### config.mk
export PLATFORM = sky130hd
export DESIGN_NAME = renode_apb3_completer_bridge
export DESIGN_NICKNAME = d
export VERILOG_FILES = /design/src/rtl/renode_apb3_completer_bridge.sv
export SDC_FILE = /design/constraint.sdc
export NUM_CORES = 1
export LEC_CHECK = 0
export CAP_MARGIN = 20
export CORE_ASPECT_RATIO = 0.8
export CORE_MARGIN = 3
export CORE_UTILIZATION = 40
export DETAILED_ROUTE_END_ITERATION = 10
export PLACE_DENSITY = 0.8
export SKIP_CTS_REPAIR_TIMING = 1
export SYNTH_ARGS = -nofsm -noshare
export SYNTH_HDL_FRONTEND = slang
export SYNTH_SLANG_ARGS = --single-unit
### constraint.sdc
create_clock -name clk -period 4.29 [get_ports clk]
set_input_delay 0.858 -clock clk [delete_from_list [all_inputs] [get_ports clk]]
set_output_delay 0.858 -clock clk [all_outputs]
set_load 0.05 [all_outputs]
### src/rtl/renode_apb3_completer_bridge.sv
// APB3 completer that forwards decoded transfers to a valid/ready back-end.
// Optional back-end timeout: define APB3_COMPLETER_TIMEOUT_EN.
module renode_apb3_completer_bridge #(
  parameter int                      AddressWidth  = 20,
  parameter int                      DataWidth     = 32,
  parameter logic [AddressWidth-1:0] BaseAddress   = '0,
  parameter int unsigned             RegionSize    = 'h1000,
  parameter int unsigned             TimeoutCycles = 256
) (
  input  logic                    clk,
  input  logic                    rst_n,
  input  logic [AddressWidth-1:0] paddr,
  input  logic                    pselx,
  input  logic                    penable,
  input  logic                    pwrite,
  input  logic [DataWidth-1:0]    pwdata,
  output logic                    pready,
  output logic [DataWidth-1:0]    prdata,
  output logic                    pslverr,
  output logic                    req_valid,
  input  logic                    req_ready,
  output logic                    req_write,
  output logic [AddressWidth-1:0] req_addr,
  output logic [DataWidth-1:0]    req_wdata,
  input  logic                    rsp_valid,
  input  logic [DataWidth-1:0]    rsp_rdata,
  input  logic                    rsp_error
);

  typedef enum logic [1:0] {IDLE, REQ, WAIT, DONE} state_t;

  localparam int ALIGN_W = $clog2(DataWidth / 8);
  localparam logic [AddressWidth-1:0] ALIGN_MASK = AddressWidth'((1 << ALIGN_W) - 1);
  localparam logic [AddressWidth:0] REGION_END =
    {1'b0, BaseAddress} + (AddressWidth + 1)'(RegionSize);

  state_t                  state, state_nxt;
  logic                    drop_pending, drop_pending_d;
  logic                    setup_held, setup_held_d;
  logic                    pready_d, pslverr_d, req_valid_d, req_write_d;
  logic [DataWidth-1:0]    prdata_d, req_wdata_d;
  logic [AddressWidth-1:0] req_addr_d;
  logic                    start, decode_ok, accepted, rsp_hit, tmo_hit;

  // A setup seen while a stale response is outstanding is remembered so it can
  // be served from its access phase once the stale response has been discarded.
  assign start     = pselx && (!penable || setup_held);
  assign decode_ok = (paddr >= BaseAddress) && ({1'b0, paddr} < REGION_END) &&
                     ((paddr & ALIGN_MASK) == '0);
  assign accepted  = (state == WAIT) || ((state == REQ) && req_ready);
  assign rsp_hit   = accepted && rsp_valid;

`ifdef APB3_COMPLETER_TIMEOUT_EN
  localparam logic [15:0] TMO_LAST = 16'(TimeoutCycles - 1);
  logic [15:0] tmo_cnt;

  assign tmo_hit = ((state == REQ) || (state == WAIT)) && (tmo_cnt == TMO_LAST);

  always_ff @(posedge clk or negedge rst_n) begin
    if (!rst_n) begin
      tmo_cnt <= '0;
    end else if (state == IDLE) begin
      tmo_cnt <= '0;
    end else if ((state == REQ) || (state == WAIT)) begin
      tmo_cnt <= tmo_cnt + 16'd1;
    end
  end
`else
  assign tmo_hit = 1'b0;
`endif

  always_ff @(posedge clk or negedge rst_n) begin
    if (!rst_n) begin
      state        <= IDLE;
      pready       <= 1'b0;
      prdata       <= '0;
      pslverr      <= 1'b0;
      req_valid    <= 1'b0;
      req_write    <= 1'b0;
      req_addr     <= '0;
      req_wdata    <= '0;
      drop_pending <= 1'b0;
      setup_held   <= 1'b0;
    end else begin
      state        <= state_nxt;
      pready       <= pready_d;
      prdata       <= prdata_d;
      pslverr      <= pslverr_d;
      req_valid    <= req_valid_d;
      req_write    <= req_write_d;
      req_addr     <= req_addr_d;
      req_wdata    <= req_wdata_d;
      drop_pending <= drop_pending_d;
      setup_held   <= setup_held_d;
    end
  end

  always_comb begin
    state_nxt = state;
    case (state)
      IDLE: if (start && !drop_pending) state_nxt = decode_ok ? REQ : DONE;
      REQ: begin
        if (!pselx)                      state_nxt = IDLE;
        else if (rsp_hit || tmo_hit)     state_nxt = DONE;
        else if (req_ready)              state_nxt = WAIT;
      end
      WAIT: begin
        if (!pselx)                      state_nxt = IDLE;
        else if (rsp_valid || tmo_hit)   state_nxt = DONE;
      end
      default:                           state_nxt = IDLE;
    endcase
  end

  always_comb begin
    pready_d       = (state_nxt == DONE);
    req_valid_d    = (state_nxt == REQ);
    pslverr_d      = 1'b0;
    prdata_d       = '0;
    req_write_d    = req_write;
    req_addr_d     = req_addr;
    req_wdata_d    = req_wdata;
    drop_pending_d = drop_pending;
    setup_held_d   = setup_held;
    case (state)
      IDLE: begin
        if (drop_pending && rsp_valid) drop_pending_d = 1'b0;
        if (!pselx) begin
          setup_held_d = 1'b0;
        end else if (start && !drop_pending) begin
          setup_held_d = 1'b0;
          req_write_d  = pwrite;
          req_addr_d   = paddr - BaseAddress;
          req_wdata_d  = pwdata;
          pslverr_d    = !decode_ok;
        end else if (!penable) begin
          setup_held_d = 1'b1;
        end
      end
      REQ, WAIT: begin
        if (!pselx) begin
          drop_pending_d = accepted && !rsp_valid;
        end else if (rsp_hit) begin
          pslverr_d = rsp_error;
          prdata_d  = req_write ? '0 : rsp_rdata;
        end else if (tmo_hit) begin
          pslverr_d      = 1'b1;
          drop_pending_d = accepted;
        end
      end
      default: ;
    endcase
  end

endmodule

==> reports/metrics.cfg <==
[outcome]
status=completed

[floorplan]
start_util_pct=42.1
dieArea_um2=10400
fp.coreArea_um2=8710
die_y_um=91.7
die_w_um=113
rows=30
ios=180

[synth]
synthFlopType=dfrtp_1
ys_seq_area_share_pct=62.8
syn_area_per_cell_um2=15.8
synth_top_family_by_area=multiplexers
synth_warnings=0
netlist_instances=232
synth-seq-cells=92
synth_compound_area_share_pct=3.00
synth_nets=328
synth-edff-count=0
synth_mux_area_share_pct=21.4
ys_types=28
syn_area_um2=3670
async_flop_share_pct=100
synth-simple-area-share_pct=8.73
synth-xor-area-share_pct=0
yosys.area_share.adder_pct=1.36

[finish]
final_util_pct=66.5
diodes=0
multi_input_area_um2=1270
final_cell_count_no_fill=528
ff_latch_area_um2=2300
final_layout_size_suffix_gt1_share_pct=16.8
layout.nets=510
syn_to_final_growth_pct=57.8
nFillCells=669

[drt]
vias=2480
firstDrtPassIters=4
routedWlPerCell_um=17.2
vias_per_cell=4.70
drtAntennaViolNets=0
drc=0
initialDrtViolationCount=141
totalWireLength_um=9090

[timing]
drv_slew=0
clock_skew_ps=3.44
hold_violations=0
relSlewSlack_pct=42.1
rsz0062_at_grt=no
setup_tns_ps=0
setup_viol=0
max_freq_mhz=366
final.period_utilization_pct=63.7
min_period_ps=2730
fin_hold_ws_ps=508
max_slew.worst_pin.slew_ps=869

[power]
total_power_uw=4490
power_density_nw_per_um2=775
leakagePower_uw=0.00268
ir_worst_vdd_mv=0.599

[setup_path]
startpoint=pselx
worstPathMaxFanout=38
crit_path_start_kind=primary input
end_kind=register
crit_arrival_ps=2950
reg2reg_from=state[0]
cp.required_ps=4510
path_class=in2reg

[clocking]
cts_sinks=92
cts_tree=built
numCtsBuffers=9
htreeDepth=3
cts_buffer_depth=2
cts_root_buf=clkbuf_16
path_clk_slew_ps=60
clkLatencyLatePin_ps=330

[grt]
grt_pass1_vias=2729
antenna_found_initial=0
grt_first_pass_wirelength_um=14600
gr-total-overflow=0
track_usage_pct=18.0
grt_max_degree=71

[place]
place.gp.congestion=0.768
place_hpwl_um=6700
io_buffer_count=179
dp.cells=515

[worst_hold_path]
hold_class=reg2reg
hold_path_startpoint=req_wdata[31]

[job]
cap_violations=0

## area by class of cell
class | instances | share of cell area, %
Tap cell | 112 | 2.42
Clock buffer | 10 | 3.96
Timing Repair Buffer | 181 | 31.4
Clock inverter | 3 | 0.303
Multi-Input combinational cell | 126 | 21.9
Inverter | 4 | 0.259
Sequential cell | 92 | 39.8
## synth_stat cells (2+ instances only)
| master | n | area [um^2] |
|---|---|---|
| ha_1 | 4 | 50.1 |
| o211ai_1 | 2 | 15.0 |
| nand2_1 | 6 | 22.5 |
| dfrtp_1 | 92 | 2300 |
| a22oi_1 | 2 | 15.0 |
| mux2_4 | 50 | 751 |
| and2_1 | 32 | 200 |
| nor4_1 | 2 | 12.5 |
| o21ai_0 | 4 | 20.0 |
| nor2b_1 | 3 | 18.8 |
| mux2_2 | 3 | 33.8 |
| buf_6 | 6 | 67.6 |
| inv_1 | 4 | 15.0 |
| nor2_1 | 2 | 7.51 |
| clkbuf_1 | 3 | 11.3 |
| a21oi_1 | 5 | 25.0 |
## where the power goes
part	switching (uW)	internal, uW	total [uW]	leakage [uW]
Sequential	177	1170	1350	0.00117
Combinational	1430	1030	2460	0.00139
Clock	295	380	676	0.000120
Total	1900	2580	4490	0.00268
## registers in the layout, indices dropped and copies added, names as in the netlist
register and count:
req_wdata 32, prdata 32, pready 1, req_valid 1, drop_pending 1, state 2
req_write 1, setup_held 1, req_addr 20, pslverr 1
## path summary, 6_finish.rpt
| check | to | slack, ps | depth (start not counted) |
|---|---|---|---|
| worst max-delay path | req_addr[4] | 1560 | 5 |
| worst min-delay path | req_wdata[31] | 510 | 1 |
| worst max register to register | req_addr[4] | 1900 | 5 |
| worst min register to register | req_wdata[31] | 510 | 1 |
| max in group asynchronous | req_addr[5] | 2810 | 2 |
| min in group asynchronous | req_addr[16] | 640 | 1 |
## per-layer routing
layer	GRT usage, %	wire length (um)	vias to the layer above
met1	22.1	3590	1208
li1	-	-	1148
met5	0	0	-
met3	7.78	932	16
met2	28.8	4400	108
met4	6.01	163	0
## placed cells by master (no fill, tap or decap), types with 2 or more instances in the layout
cell type and count:
mux2_4 50, nor4_1 2, ha_1 4, mux2_2 3, o211ai_1 2, and2_1 32, nor2_1 2, nor2b_1 3
clkdlybuf4s50_1 178, inv_1 4, a22oi_1 2, nand2_1 6, buf_4 2, o21ai_0 4, a21oi_1 5, dfrtp_1 92
clkinv_2 2, clkbuf_16 9
## critical path, cell delays in order
cell and delay (ps):
clkdlybuf4s50_1 690, nand2b_4 90, or3b_4 680, buf_12 290
mux2_4 310
## per-stage QoR
step / instance area (um^2) / setup slack [ps]
3_5_place_dp: 5540 / 1240
3_3_place_gp: 5540 / 1300
2_1_floorplan: 3670 / 2180
4_1_cts: 5790 / 1590
5_1_grt: 5790 / 1450
6_report: 5790 / 1560
## kinds of logic (layout without fill, tap and decap cells)
kind of cell | after synthesis | in the layout
DFF | 92 | 92
muxes | 53 | 53
and+or+nand+nor | 52 | 52
AOI/OAI and AO/OA | 17 | 17
buffers and inverters | 14 | 198
adders and majority gates | 4 | 4
(Power assumes the default switching activity.)
